[config.mk]
export PLATFORM = sky130hd
export DESIGN_NAME = dda_wall_stepper
export DESIGN_NICKNAME = d
export VERILOG_FILES = /design/src/rtl/dda_wall_stepper.sv
export SDC_FILE = /design/constraint.sdc
export NUM_CORES = 1
export LEC_CHECK = 0
export CORE_UTILIZATION = 60
export DETAILED_ROUTE_END_ITERATION = 12
export PLACE_DENSITY_LB_ADDON = 0.2
export SLEW_MARGIN = 10
export SYNTH_ARGS = -nofsm -noshare
export SYNTH_HDL_FRONTEND = slang
export SYNTH_SLANG_ARGS = --single-unit
export TNS_END_PERCENT = 10
[constraint.sdc]
create_clock -name pixel_clk_in -period 10.3 [get_ports pixel_clk_in]
set_input_delay 1.545 -clock pixel_clk_in [delete_from_list [all_inputs] [get_ports pixel_clk_in]]
set_output_delay 1.545 -clock pixel_clk_in [all_outputs]
set_load 0.02 [all_outputs]
[src/rtl/dda_wall_stepper.sv]
`default_nettype none
// ============================================================================
//  Module   : dda_wall_stepper
//  Purpose  : DDA grid traversal for one ray per screen column. It accepts a
//             ray from the setup stage and walks the map one cell per
//             iteration, reading the map BRAM each time. The walk ends on a
//             wall hit, on leaving the map, or when the step limit is
//             reached. It then presents hit cell, wall type, hit side and
//             perpendicular distance to the column renderer with a
//             valid/ready handshake.
//  Ports    :
//    pixel_clk_in, rst_in           clock, synchronous active-high reset
//    valid_ray_in / dda_data_ready_out
//                                   upstream handshake (ready only in IDLE)
//    hcount_in, stepX, stepY        column and step directions (1 = +1 cell)
//    sideDist*_in, deltaDist*_in    unsigned Q8.8 DDA distances
//    posX, posY                     Q8.8 player position (integer part = cell)
//    map_addr_out / map_data_in     map BRAM read port (MAP_LAT cycle latency)
//    valid_out / ready_in           downstream handshake
//    hcount_out, mapX_out, mapY_out, side_out, wall_type_out, perp_dist_out
//                                   result (type 4'hF = out of map,
//                                   4'h0 = step limit reached)
//  Revision : 1.0  initial release
// ============================================================================
module dda_wall_stepper #(
  parameter int MAP_N     = 24,
  parameter int MAP_AW    = 10,
  parameter int MAP_LAT   = 2,
  parameter int MAX_STEPS = 64
) (
  input  logic              pixel_clk_in,
  input  logic              rst_in,
  input  logic              valid_ray_in,
  output logic              dda_data_ready_out,
  input  logic [8:0]        hcount_in,
  input  logic              stepX,
  input  logic              stepY,
  input  logic [15:0]       sideDistX_in,
  input  logic [15:0]       sideDistY_in,
  input  logic [15:0]       deltaDistX_in,
  input  logic [15:0]       deltaDistY_in,
  input  logic [15:0]       posX,
  input  logic [15:0]       posY,
  output logic [MAP_AW-1:0] map_addr_out,
  input  logic [3:0]        map_data_in,
  output logic              valid_out,
  input  logic              ready_in,
  output logic [8:0]        hcount_out,
  output logic [7:0]        mapX_out,
  output logic [7:0]        mapY_out,
  output logic              side_out,
  output logic [3:0]        wall_type_out,
  output logic [15:0]       perp_dist_out
);

  localparam int CNT_W  = $clog2(MAX_STEPS + 1);
  localparam int WAIT_W = (MAP_LAT > 1) ? $clog2(MAP_LAT) : 1;

  localparam logic [7:0]        MAP_N_B     = 8'(MAP_N);
  localparam logic [CNT_W-1:0]  STEP_LIMIT  = CNT_W'(MAX_STEPS);
  localparam logic [WAIT_W-1:0] WAIT_RELOAD = WAIT_W'(MAP_LAT - 1);
  localparam logic [3:0]        TYPE_OOB    = 4'hF;
  localparam logic [3:0]        TYPE_LIMIT  = 4'h0;

  typedef enum logic [2:0] {
    S_IDLE  = 3'd0,
    S_STEP  = 3'd1,
    S_WAIT  = 3'd2,
    S_CHECK = 3'd3,
    S_OUT   = 3'd4
  } state_t;

  state_t            state_q;
  logic [8:0]        hcount_q;
  logic              stepx_q;
  logic              stepy_q;
  logic [15:0]       sdx_q;
  logic [15:0]       sdy_q;
  logic [15:0]       ddx_q;
  logic [15:0]       ddy_q;
  logic [7:0]        mapx_q;
  logic [7:0]        mapy_q;
  logic              side_q;
  logic [CNT_W-1:0]  cnt_q;
  logic [WAIT_W-1:0] wait_q;

  // Step datapath, evaluated from the current ray registers.
  logic              take_x_d;
  logic [16:0]       sum_x_d;
  logic [16:0]       sum_y_d;
  logic [15:0]       sat_x_d;
  logic [15:0]       sat_y_d;
  logic [7:0]        mapx_new_d;
  logic [7:0]        mapy_new_d;
  logic              oob_d;
  logic [MAP_AW-1:0] addr_d;
  logic [15:0]       perp_step_d;
  logic [15:0]       perp_chk_d;
  logic              unused_pos_d;

  // Strict less-than: a tie steps along Y.
  assign take_x_d = (sdx_q < sdy_q);

  assign sum_x_d = {1'b0, sdx_q} + {1'b0, ddx_q};
  assign sum_y_d = {1'b0, sdy_q} + {1'b0, ddy_q};
  assign sat_x_d = sum_x_d[16] ? 16'hFFFF : sum_x_d[15:0];
  assign sat_y_d = sum_y_d[16] ? 16'hFFFF : sum_y_d[15:0];

  // 8-bit wrap: stepping left from column 0 lands on 8'hFF, which the bounds
  // check below then rejects.
  assign mapx_new_d = !take_x_d ? mapx_q : (stepx_q ? mapx_q + 8'd1 : mapx_q - 8'd1);
  assign mapy_new_d =  take_x_d ? mapy_q : (stepy_q ? mapy_q + 8'd1 : mapy_q - 8'd1);

  assign oob_d  = (mapx_new_d >= MAP_N_B) || (mapy_new_d >= MAP_N_B);
  assign addr_d = MAP_AW'(mapy_new_d) * MAP_AW'(MAP_N) + MAP_AW'(mapx_new_d);

  // Perpendicular distance is the side distance before the last step, i.e.
  // the post-step value minus its delta. Saturated sums stay >= delta, so the
  // difference never goes negative.
  assign perp_step_d = take_x_d ? (sat_x_d - ddx_q) : (sat_y_d - ddy_q);
  assign perp_chk_d  = side_q ? (sdy_q - ddy_q) : (sdx_q - ddx_q);

  // Only the integer cell index of the position is needed.
  assign unused_pos_d = ^{posX[7:0], posY[7:0]};

  assign dda_data_ready_out = (state_q == S_IDLE);

  always_ff @(posedge pixel_clk_in) begin
    if (rst_in) begin
      state_q       <= S_IDLE;
      hcount_q      <= '0;
      stepx_q       <= 1'b0;
      stepy_q       <= 1'b0;
      sdx_q         <= '0;
      sdy_q         <= '0;
      ddx_q         <= '0;
      ddy_q         <= '0;
      mapx_q        <= '0;
      mapy_q        <= '0;
      side_q        <= 1'b0;
      cnt_q         <= '0;
      wait_q        <= '0;
      map_addr_out  <= '0;
      valid_out     <= 1'b0;
      hcount_out    <= '0;
      mapX_out      <= '0;
      mapY_out      <= '0;
      side_out      <= 1'b0;
      wall_type_out <= '0;
      perp_dist_out <= '0;
    end else begin
      case (state_q)
        S_IDLE: begin
          if (valid_ray_in) begin
            hcount_q <= hcount_in;
            stepx_q  <= stepX;
            stepy_q  <= stepY;
            sdx_q    <= sideDistX_in;
            sdy_q    <= sideDistY_in;
            ddx_q    <= deltaDistX_in;
            ddy_q    <= deltaDistY_in;
            mapx_q   <= posX[15:8];
            mapy_q   <= posY[15:8];
            side_q   <= 1'b0;
            cnt_q    <= '0;
            state_q  <= S_STEP;
          end
        end

        S_STEP: begin
          cnt_q  <= cnt_q + CNT_W'(1);
          mapx_q <= mapx_new_d;
          mapy_q <= mapy_new_d;
          side_q <= !take_x_d;
          if (take_x_d) begin
            sdx_q <= sat_x_d;
          end else begin
            sdy_q <= sat_y_d;
          end
          if (oob_d) begin
            // Left the map: no BRAM read, report immediately.
            hcount_out    <= hcount_q;
            mapX_out      <= mapx_new_d;
            mapY_out      <= mapy_new_d;
            side_out      <= !take_x_d;
            wall_type_out <= TYPE_OOB;
            perp_dist_out <= perp_step_d;
            state_q       <= S_OUT;
          end else begin
            map_addr_out <= addr_d;
            wait_q       <= WAIT_RELOAD;
            state_q      <= S_WAIT;
          end
        end

        S_WAIT: begin
          if (wait_q == '0) begin
            state_q <= S_CHECK;
          end else begin
            wait_q <= wait_q - WAIT_W'(1);
          end
        end

        S_CHECK: begin
          if (map_data_in != 4'h0) begin
            hcount_out    <= hcount_q;
            mapX_out      <= mapx_q;
            mapY_out      <= mapy_q;
            side_out      <= side_q;
            wall_type_out <= map_data_in;
            perp_dist_out <= perp_chk_d;
            state_q       <= S_OUT;
          end else if (cnt_q == STEP_LIMIT) begin
            hcount_out    <= hcount_q;
            mapX_out      <= mapx_q;
            mapY_out      <= mapy_q;
            side_out      <= side_q;
            wall_type_out <= TYPE_LIMIT;
            perp_dist_out <= 16'hFFFF;
            state_q       <= S_OUT;
          end else begin
            state_q <= S_STEP;
          end
        end

        S_OUT: begin
          // First OUT cycle raises valid; result fields were loaded on entry
          // and hold until the handshake completes.
          if (!valid_out) begin
            valid_out <= 1'b1;
          end else if (ready_in) begin
            valid_out <= 1'b0;
            state_q   <= S_IDLE;
          end
        end

        default: begin
          state_q <= S_IDLE;
        end
      endcase
    end
  end

endmodule
`default_nettype wire
Word level (Yosys, flattened, before mapping)
Index checks and enable logic that the tools add are counted.
Widths: inputs -> output; s select.
{"block": "op_classes", "add_sub_neg": 13, "multipliers": 1, "order_cmp": 3, "eq_ne": 14, "mux": 59, "bitwise_logic": 1, "n_reduce_logical": 15}
{"cell": "$mux 16", "count": 11}
{"cell": "$mux 8", "count": 12}
{"cell": "$pmux 16 s2", "count": 3}
{"cell": "$pmux 8 s2", "count": 4}
{"cell": "$sub 16x16->16", "count": 4}
{"cell": "$add 16x16->17", "count": 2}
{"cell": "$mux 9", "count": 3}
{"cell": "$mux 3", "count": 7}
{"cell": "$pmux 9 s2", "count": 1}
{"cell": "$add 8x1->8 const B", "count": 2}
{"cell": "$ge 8x5->1 const B", "count": 2}
{"cell": "$lt 16x16->1", "count": 1}
{"cell": "$ne 2x2->1 const B", "count": 8}
{"cell": "$sub 8x1->8 const B", "count": 2}
{"cell": "$pmux 3 s5", "count": 1}
{"cell": "$pmux 7 s2", "count": 1}
{"cell": "$mux 4", "count": 3}
{"cell": "$add 10x8->10", "count": 1}
{"cell": "$reduce_and 3->1", "count": 3}
{"cell": "$mul 8x2->7 const B", "count": 1}
{"cell": "$mux 1", "count": 8}
{"cell": "$pmux 4 s2", "count": 1}
{"cell": "$reduce_and 2->1", "count": 4}
{"cell": "$add 7x1->7 const B", "count": 1}
{"cell": "15 further kinds", "count": 20}
{"block": "word_totals", "reg_bits": 160, "input_bits": 115, "elab_cells": 127}

Logic depth before layout (Yosys ltp)
Gate-level depths: netlist (run 1).
{"block": "logic_depth", "ltp_word": 7, "ltp_mapped": 24, "depth_no_buf": 20}

Worst setup path after synthesis (run 1)
Ideal clock, no wire load.
{"block": "synth_path", "path_kind": "register to register", "from": "register ddx_q[9]", "to": "register perp_dist_out[15]", "setup_time_ns": 0.092, "t_arrival_ns": 4.558, "required_time_ns": 10.208, "slack_ns": 5.650, "path_stages_with_launch": 22, "path_buffers": 3, "synth_period_minus_slack_ns": 4.650, "cell_sequence": "dfxtp_1 inv_1 ha_1 clkbuf_1 inv_1 a21o_1 a2111oi_0 a2bb2oi_1 and2_1 clkbuf_1 clkbuf_1 nand2_1 ha_1 a21oi_1 o21ai_0 a2111oi_0 a2111oi_0 o31ai_1 a21oi_1 xnor2_1 nor2_1 o32ai_1"}
{"block": "synth_via", "elab_chain_cells": 6, "elab_cells_between_ends": 9}
{"element": "start, declared", "line": "79", "text": "logic [15:0] ddx_q;"}
{"element": "start signal, assigned", "line": "160", "text": "ddx_q <= deltaDistX_in;"}
{"element": "$add 16x16->17", "line": "104", "text": "assign sum_x_d = {1'b0, sdx_q} + {1'b0, ddx_q};"}
{"element": "$mux 16", "line": "106", "text": "assign sat_x_d = sum_x_d[16] ? 16'hFFFF : sum_x_d[15:0];"}
{"element": "$sub 16x16->16", "line": "120", "text": "assign perp_step_d = take_x_d ? (sat_x_d - ddx_q) : (sat_y_d - ddy_q);"}
{"element": "$mux 16", "line": "120"}
{"element": "$mux 16", "line": "180", "text": "if (oob_d) begin"}
{"element": "$pmux 16 s2 *", "line": "152", "text": "case (state_q)"}
{"element": "end signal, assigned", "line": "187", "text": "perp_dist_out <= perp_step_d;"}
{"element": "end signal, assigned", "line": "211", "text": "perp_dist_out <= perp_chk_d;"}
{"element": "end, declared", "line": "53", "text": "output logic [15:0] perp_dist_out"}
Every way passes the cells marked *; elsewhere a longest branch is shown, timed or not. The select of a mux whose other input is x is not followed.
A chain may end at the register's enable or synchronous reset.

Worst setup path after layout (run 1)
Same ends and word-level chain as after synthesis.

==> results of run 1 <==
==> per-layer routing <==
layer	vias to the layer above	wire (um)	track usage
li1	6294	-	-
met1	6117	17450	0.5050
met2	580	18410	0.6040
met4	0	1428	0.1515
met5	-	0	0
met3	95	3400	0.06111
==> synth_stat cells, types with 23 or more instances <==
cell type	n
a21oi_1	211
nor2b_1	27
o21ai_0	54
inv_1	87
nand2_1	270
nand3_1	24
dfxtp_1	160
nor3_1	38
nor2_1	211
xnor2_1	68
xor2_1	23
ha_1	131
a211oi_1	29
clkbuf_1	89
==> flip-flops by register name (all words and copies together) (netlist names), 3 cells and up <==
signal,count
sdx_q,16
state_q,3
mapx_q,8
ddx_q,16
mapY_out,8
hcount_out,9
sdy_q,16
mapX_out,8
cnt_q,7
hcount_q,9
perp_dist_out,16
wall_type_out,4
mapy_q,8
ddy_q,16
map_addr_out,10
==> cell families (layout without fill, tap and decap cells) <==
family | after synthesis | after routing
buffers and inverters | 191 | 292
adders and majority gates | 140 | 140
DFF | 160 | 160
AOI/OAI and AO/OA | 475 | 475
xor gates and xnor gates | 92 | 92
and+or+nand+nor | 666 | 666
muxes | 21 | 21
==> area by class of cell <==
type                    instances  area share
inverters                      90     0.02250
flip-flops and latches        160      0.2133
clock buffers                  17     0.02833
well taps                     270     0.02250
clock inverters                15     0.01433
multi-input cells            1394      0.5882
repair buffers                170      0.1108
==> worst max-delay path, delay by kind of cell (launching register included) <==
family | cells | cell delay [ns]
and+or+nand+nor | 2 | 0.28
DFF | 1 | 0.37
AOI/OAI and AO/OA | 11 | 3.57
xor gates and xnor gates | 1 | 0.26
buffers and inverters | 3 | 0.55
adders and majority gates | 2 | 0.81
==> where the power goes <==
part	leakage, nW	internal (mW)	total [mW]	switching (mW)
logic	4.50	0.810	2.00	1.19
registers	1.31	0.683	0.764	0.0804
clock network	0.309	0.355	0.692	0.336
==> through the flow <==
stage	cell area, um2	total power, mW	hold WS [ns]
after floorplan	12750	2.165	0.4321
after global placement	14380	2.666	0.4360
after detailed placement	14380	2.708	0.4411
after CTS	15020	3.402	0.4534
after global routing	15020	3.664	0.4623
final	15020	3.451	0.4539
==> path summary, 6_finish.rpt <==
check,slack (ns),cells after the start,endpoint,start
min,0.45,2,hcount_out[3],hcount_q[3]
max reg2reg,4.36,19,perp_dist_out[15],ddx_q[9]
max,4.36,19,perp_dist_out[15],ddx_q[9]
min reg2reg,0.45,2,hcount_out[3],hcount_q[3]
==> reports/metrics.cfg, run 1 <==
[yosys]
synthDistinctLibCells = 73
ys_warn_count = 0
synth.net_count = 2000
synth_compound_area_frac = 0.2365
syn-cell-area_um2 = 12750
synth_edf_count = 0
synthMuxAreaShare = 0.01687
synth_area_per_cell_um2 = 7.309
synth_top_family_by_area = compound AO/OA/AOI/OAI gates
synth_largest_area_cell = dfxtp_1
yosys.area_share.adder = 0.1426
syn_inst = 1745
synth_top_cell_area_share = 0.2512
synth_ff_type = dfxtp_1
synth_area_leaders = dfxtp_1, ha_1, a21oi_1, nand2_1, nor2_1
synth-seq-cells = 160
synthArstFlopShare = 0
synth_xor_area_frac = 0.06426
yosysSeqAreaShare = 0.2512
synth-simple-area-share = 0.2306

[timing]
maxSlewHeadroom = 0.1460
setup_ws_ns = 4.361
worstMarginPinSlew_ns = 1.276
rsz0062_at_grt = false
hold_violations = 0
finalSetupViolCount = 0
fin_setup_tns_ns = 0
slew_viol_final = 0
fmax_ghz = 0.1684
min_period_ns = 5.939
finClkSkew_ns = 0.02646
fin_crit_sh = 0.5766

[global_routing]
overflow = 0
grt_pass1_vias = 12280
grt_usage = 0.3770
antenna_found_initial = 0
grt_start_max_net_pins = 85
grt_pass1_wl_um = 64850

[detailed_routing]
wire_per_inst_um = 19.23
wirelength_um = 40690
dr_total_vias = 13090
via_per_inst = 6.184
final_antenna_net_count = 0
firstDrtPassIters = 9
drc = 0
drt_iter0_markers = 1158

[setup_path]
cp.required_ns = 10.65
cp.arrival_ns = 6.29
cp-end-kind = register
path_cells = inv_1, ha_1, inv_1, a21o_1, a2111oi_0, a2bb2oi_1, and2_1, buf_4, o21ai_0, ha_1, a21oi_1, o21ai_0, a2111oi_0, a2111oi_0, o31ai_1, a21oi_1, xnor2_1, nor2_1, o32ai_1
cp_slowest_cell = a2111oi_0
worstSetupStartpointType = register
critical_path_class = register to register
critical-path-max-stage-delay_ns = 0.61
cp_common_cell = a2111oi_0
cp_max_fo = 25

[cells_and_area]
seq_area_um2 = 3203
antenna_cells = 0
multi_input_comb_area_um2 = 8833
fill_cells = 1737
final_nets = 2088
final_common_cell = nand2_1
layout-drive-gt1-share = 0.03954
finish.utilization = 0.7304
final_cell_mix = nand2_1, a21oi_1, nor2_1
instances_no_fill = 2116
syn2layout_area_growth_pct = 17.75

[floorplanning]
die_area_um2 = 21840
initial_core_util = 0.6203
dieWidth_um = 147.8
fp.coreArea_um2 = 20560
die_h_um = 147.8
rows = 52
io_pins = 173

[power_and_ir_drop]
leakage_nw = 6.120
p_per_area_nw_per_um2 = 229.8
ir_drop_v = 0.0001423

[placement]
port_buffers = 156
gp_congestion = 0.9377
place_ws_ns = 4.699
dpl.hpwl_um = 30180
dp_cells = 2084

[min_path]
min-delay-path-class = register to register

[clock_network]
cts_root_buffer = clkbuf_16
post_cts_resized = 0
hold_buffers = 0
path_clk_slew_ns = 0.08
cts_tree = done
cts_sinks = 160
clk_path_buf_depth = 2
cts.htree.levels = 4
cts_buffers = 17
clkLatencyLatePin_ns = 0.46
cts_setup_buffers = 0

[outcome]
run_status = finished, final reports clean

[job]
drv_cap = 0

(Power assumes the default switching activity.)
==> inputs of run 2 (changes only) <==
--- a/config.mk
+++ b/config.mk
@@ -5,7 +5,7 @@
 export SDC_FILE = /design/constraint.sdc
 export NUM_CORES = 1
 export LEC_CHECK = 0
-export CORE_UTILIZATION = 60
+export CORE_UTILIZATION = 51
 export DETAILED_ROUTE_END_ITERATION = 12
 export PLACE_DENSITY_LB_ADDON = 0.2
 export SLEW_MARGIN = 10
==> constraint.sdc (replaced) <==
create_clock -name pixel_clk_in -period 5 [get_ports pixel_clk_in]
set_input_delay 0.75 -clock pixel_clk_in [delete_from_list [all_inputs] [get_ports pixel_clk_in]]
set_output_delay 0.75 -clock pixel_clk_in [all_outputs]
set_load 0.02 [all_outputs]
==> reports/metrics.cfg, run 2 (synthesis gave the netlist of run 1 again) <==
[cells_and_area]
syn2layout_area_growth_pct = 19.74
final_common_cell = nand2_1
final_nets = 2113  ; +1.2%
fill_cells = 2313  ; +33%
stdcell_area_um2 = 15270  ; +1.7%
final_cell_mix = nand2_1, a21oi_1, nor2_1
antenna_cells = 0  ; unchanged
finish.utilization = 0.6261  ; -0.1043
layout-drive-gt1-share = 0.05772  ; +0.01818

[setup_path]
r2r_start = ddx_q[9]
cp-end-kind = register
critical-path-max-stage-delay_ns = 0.41  ; -0.20 ns
path_cells = inv_1, ha_2, inv_1, a21o_1, a2111oi_1, a2bb2oi_1, and2_2, o21ai_0, ha_1, buf_4, nor2b_1, o21ai_0, a21boi_0, o21ai_1, nand3_1, a41oi_1, xor2_1, nand2_1, o2111ai_1, o22ai_1
cp.required_ns = 5.31  ; -5.34 ns
r2r_cells = 20  ; +1
cp.arrival_ns = 5.01  ; -1.28 ns
cp_slowest_cell = ha_2
worstSetupStartpointType = register
rrSetupSlack_ns = 0.30  ; -4.06 ns
cp_max_fo = 8  ; -68%
r2r-end = perp_dist_out[14]
critical_path_class = register to register

[clock_network]
cts_tree = done
cts_root_buffer = clkbuf_16
cts_sinks = 160  ; unchanged
post_cts_resized = 0  ; unchanged
path_clk_slew_ns = 0.07  ; about the same
cts.htree.levels = 4  ; unchanged
cts_setup_buffers = 0  ; unchanged
clkLatencyLatePin_ns = 0.44  ; -0.02 ns
hold_buffers = 0  ; unchanged
cts_buffers = 17  ; unchanged
clk_path_buf_depth = 2  ; unchanged

[detailed_routing]
wirelength_um = 40610  ; -0.18%
dr_total_vias = 12970  ; -0.89%
drt_iter0_markers = 1240  ; +7.1%
final_antenna_net_count = 0  ; unchanged
via_per_inst = 5.909  ; -4.5%
firstDrtPassIters = 5  ; -4
drc = 0  ; unchanged
wire_per_inst_um = 18.50  ; -3.8%

[timing]
worstMarginPinSlew_ns = 1.163  ; -0.1131 ns
hold_violations = 0  ; unchanged
fmax_ghz = 0.2129  ; +26%
slew_viol_final = 0  ; unchanged
finClkSkew_ns = 0.01580  ; -0.01066 ns
fin_setup_tns_ns = 0  ; unchanged
finalSetupViolCount = 0  ; unchanged
maxSlewHeadroom = 0.2245  ; +0.07857
fin_crit_sh = 0.9394  ; +0.3628
rsz0062_at_grt = false
min_period_ns = 4.697  ; -1.242 ns

[placement]
dpl.hpwl_um = 30620  ; +1.5%
port_buffers = 156  ; unchanged
placed_cell_area_um2 = 14640  ; +1.9%
gp_congestion = 1.014  ; +8.1%

[floorplanning]
die_area_um2 = 25640  ; +17%
die_h_um = 160.1  ; +8.3%
initial_core_util = 0.5229  ; -0.09744
fp.coreArea_um2 = 24390  ; +19%
dieWidth_um = 160.1  ; +8.3%
io_pins = 173  ; unchanged
rows = 57  ; +9.6%

[min_path]
whs_endpoint = hcount_out[3]
min-delay-path-class = register to register
hold_start = hcount_q[3]
worstHoldPathCells = 2  ; unchanged

[power_and_ir_drop]
design_power_total_mw = 7.124  ; +110%
leakage_nw = 6.224  ; +1.7%
p_per_area_nw_per_um2 = 466.5  ; +100%
ir_drop_v = 0.0002645  ; +86%

[job]
drv_cap = 0  ; unchanged

[global_routing]
antenna_found_initial = 0  ; unchanged
grt_start_max_net_pins = 105  ; +24%
grt_usage = 0.3167  ; -0.06032
grt_pass1_wl_um = 64800  ; about the same
grt_pass1_vias = 12140  ; -1.2%
overflow = 0  ; unchanged

[outcome]
run_status = finished, final reports clean

-- run 2: routing by layer --
layer | vias to the layer above | track usage | part of all wire
met5 | - | 0 | 0
met4 | 0 | 0.1277 | 0.038
met3 | 105 | 0.04156 | 0.068
met2 | 532 | 0.5148 | 0.46
met1 | 6000 | 0.4229 | 0.44
li1 | 6333 | - | -
-- run 2: final cells by class --
class	count	area [um2]	area share
Sequential cell	160	3203	0.2097
Multi-Input combinational cell	1394	8879	0.5814
Inverter	90	337.8	0.02212
Clock buffer	18	439.2	0.02876
Clock inverter	14	142.6	0.009340
Tap cell	324	405.4	0.02655
Timing Repair Buffer	195	1864	0.1221
-- run 2: critical path, delay by kind of cell, from the launching register on --
kind	cells	cell delay, ns
xor+xnor	1	0.20
flops	1	0.35
simple gates	4	0.64
buf+inv	3	0.35
compound gates	10	2.28
fa+ha+maj	2	0.74
-- run 2: worst max path at each step --
stage,depth (start not counted),slack (ns),startpoint,end
after floorplan,21,0.35,ddx_q[9],perp_dist_out[15]
after global routing,19,0.01,sdy_q[14],mapY_out[2]
after global placement,19,0.25,ddx_q[9],perp_dist_out[15]
after detailed placement,19,0.09,ddx_q[9],perp_dist_out[15]
final,20,0.30,ddx_q[9],perp_dist_out[14]
after CTS,19,0.04,ddx_q[9],perp_dist_out[15]
-- run 2: stage by stage --
stage	setup slack, ns	cells	hold slack, ns
floorplan	0.3501	1745	0.4321
global placement	0.2485	2163	0.4385
detailed placement	0.08897	2163	0.4442
CTS	0.03781	2195	0.4528
global route	0.01233	2195	0.4691
finish	0.3030	2195	0.4507
-- run 2: where the power goes --
part | switching, mW | internal (mW) | leakage (nW)
Combinational | 2.50 | 1.74 | 4.63
Sequential | 0.140 | 1.41 | 1.31
Clock | 0.617 | 0.717 | 0.283
Total | 3.26 | 3.87 | 6.22
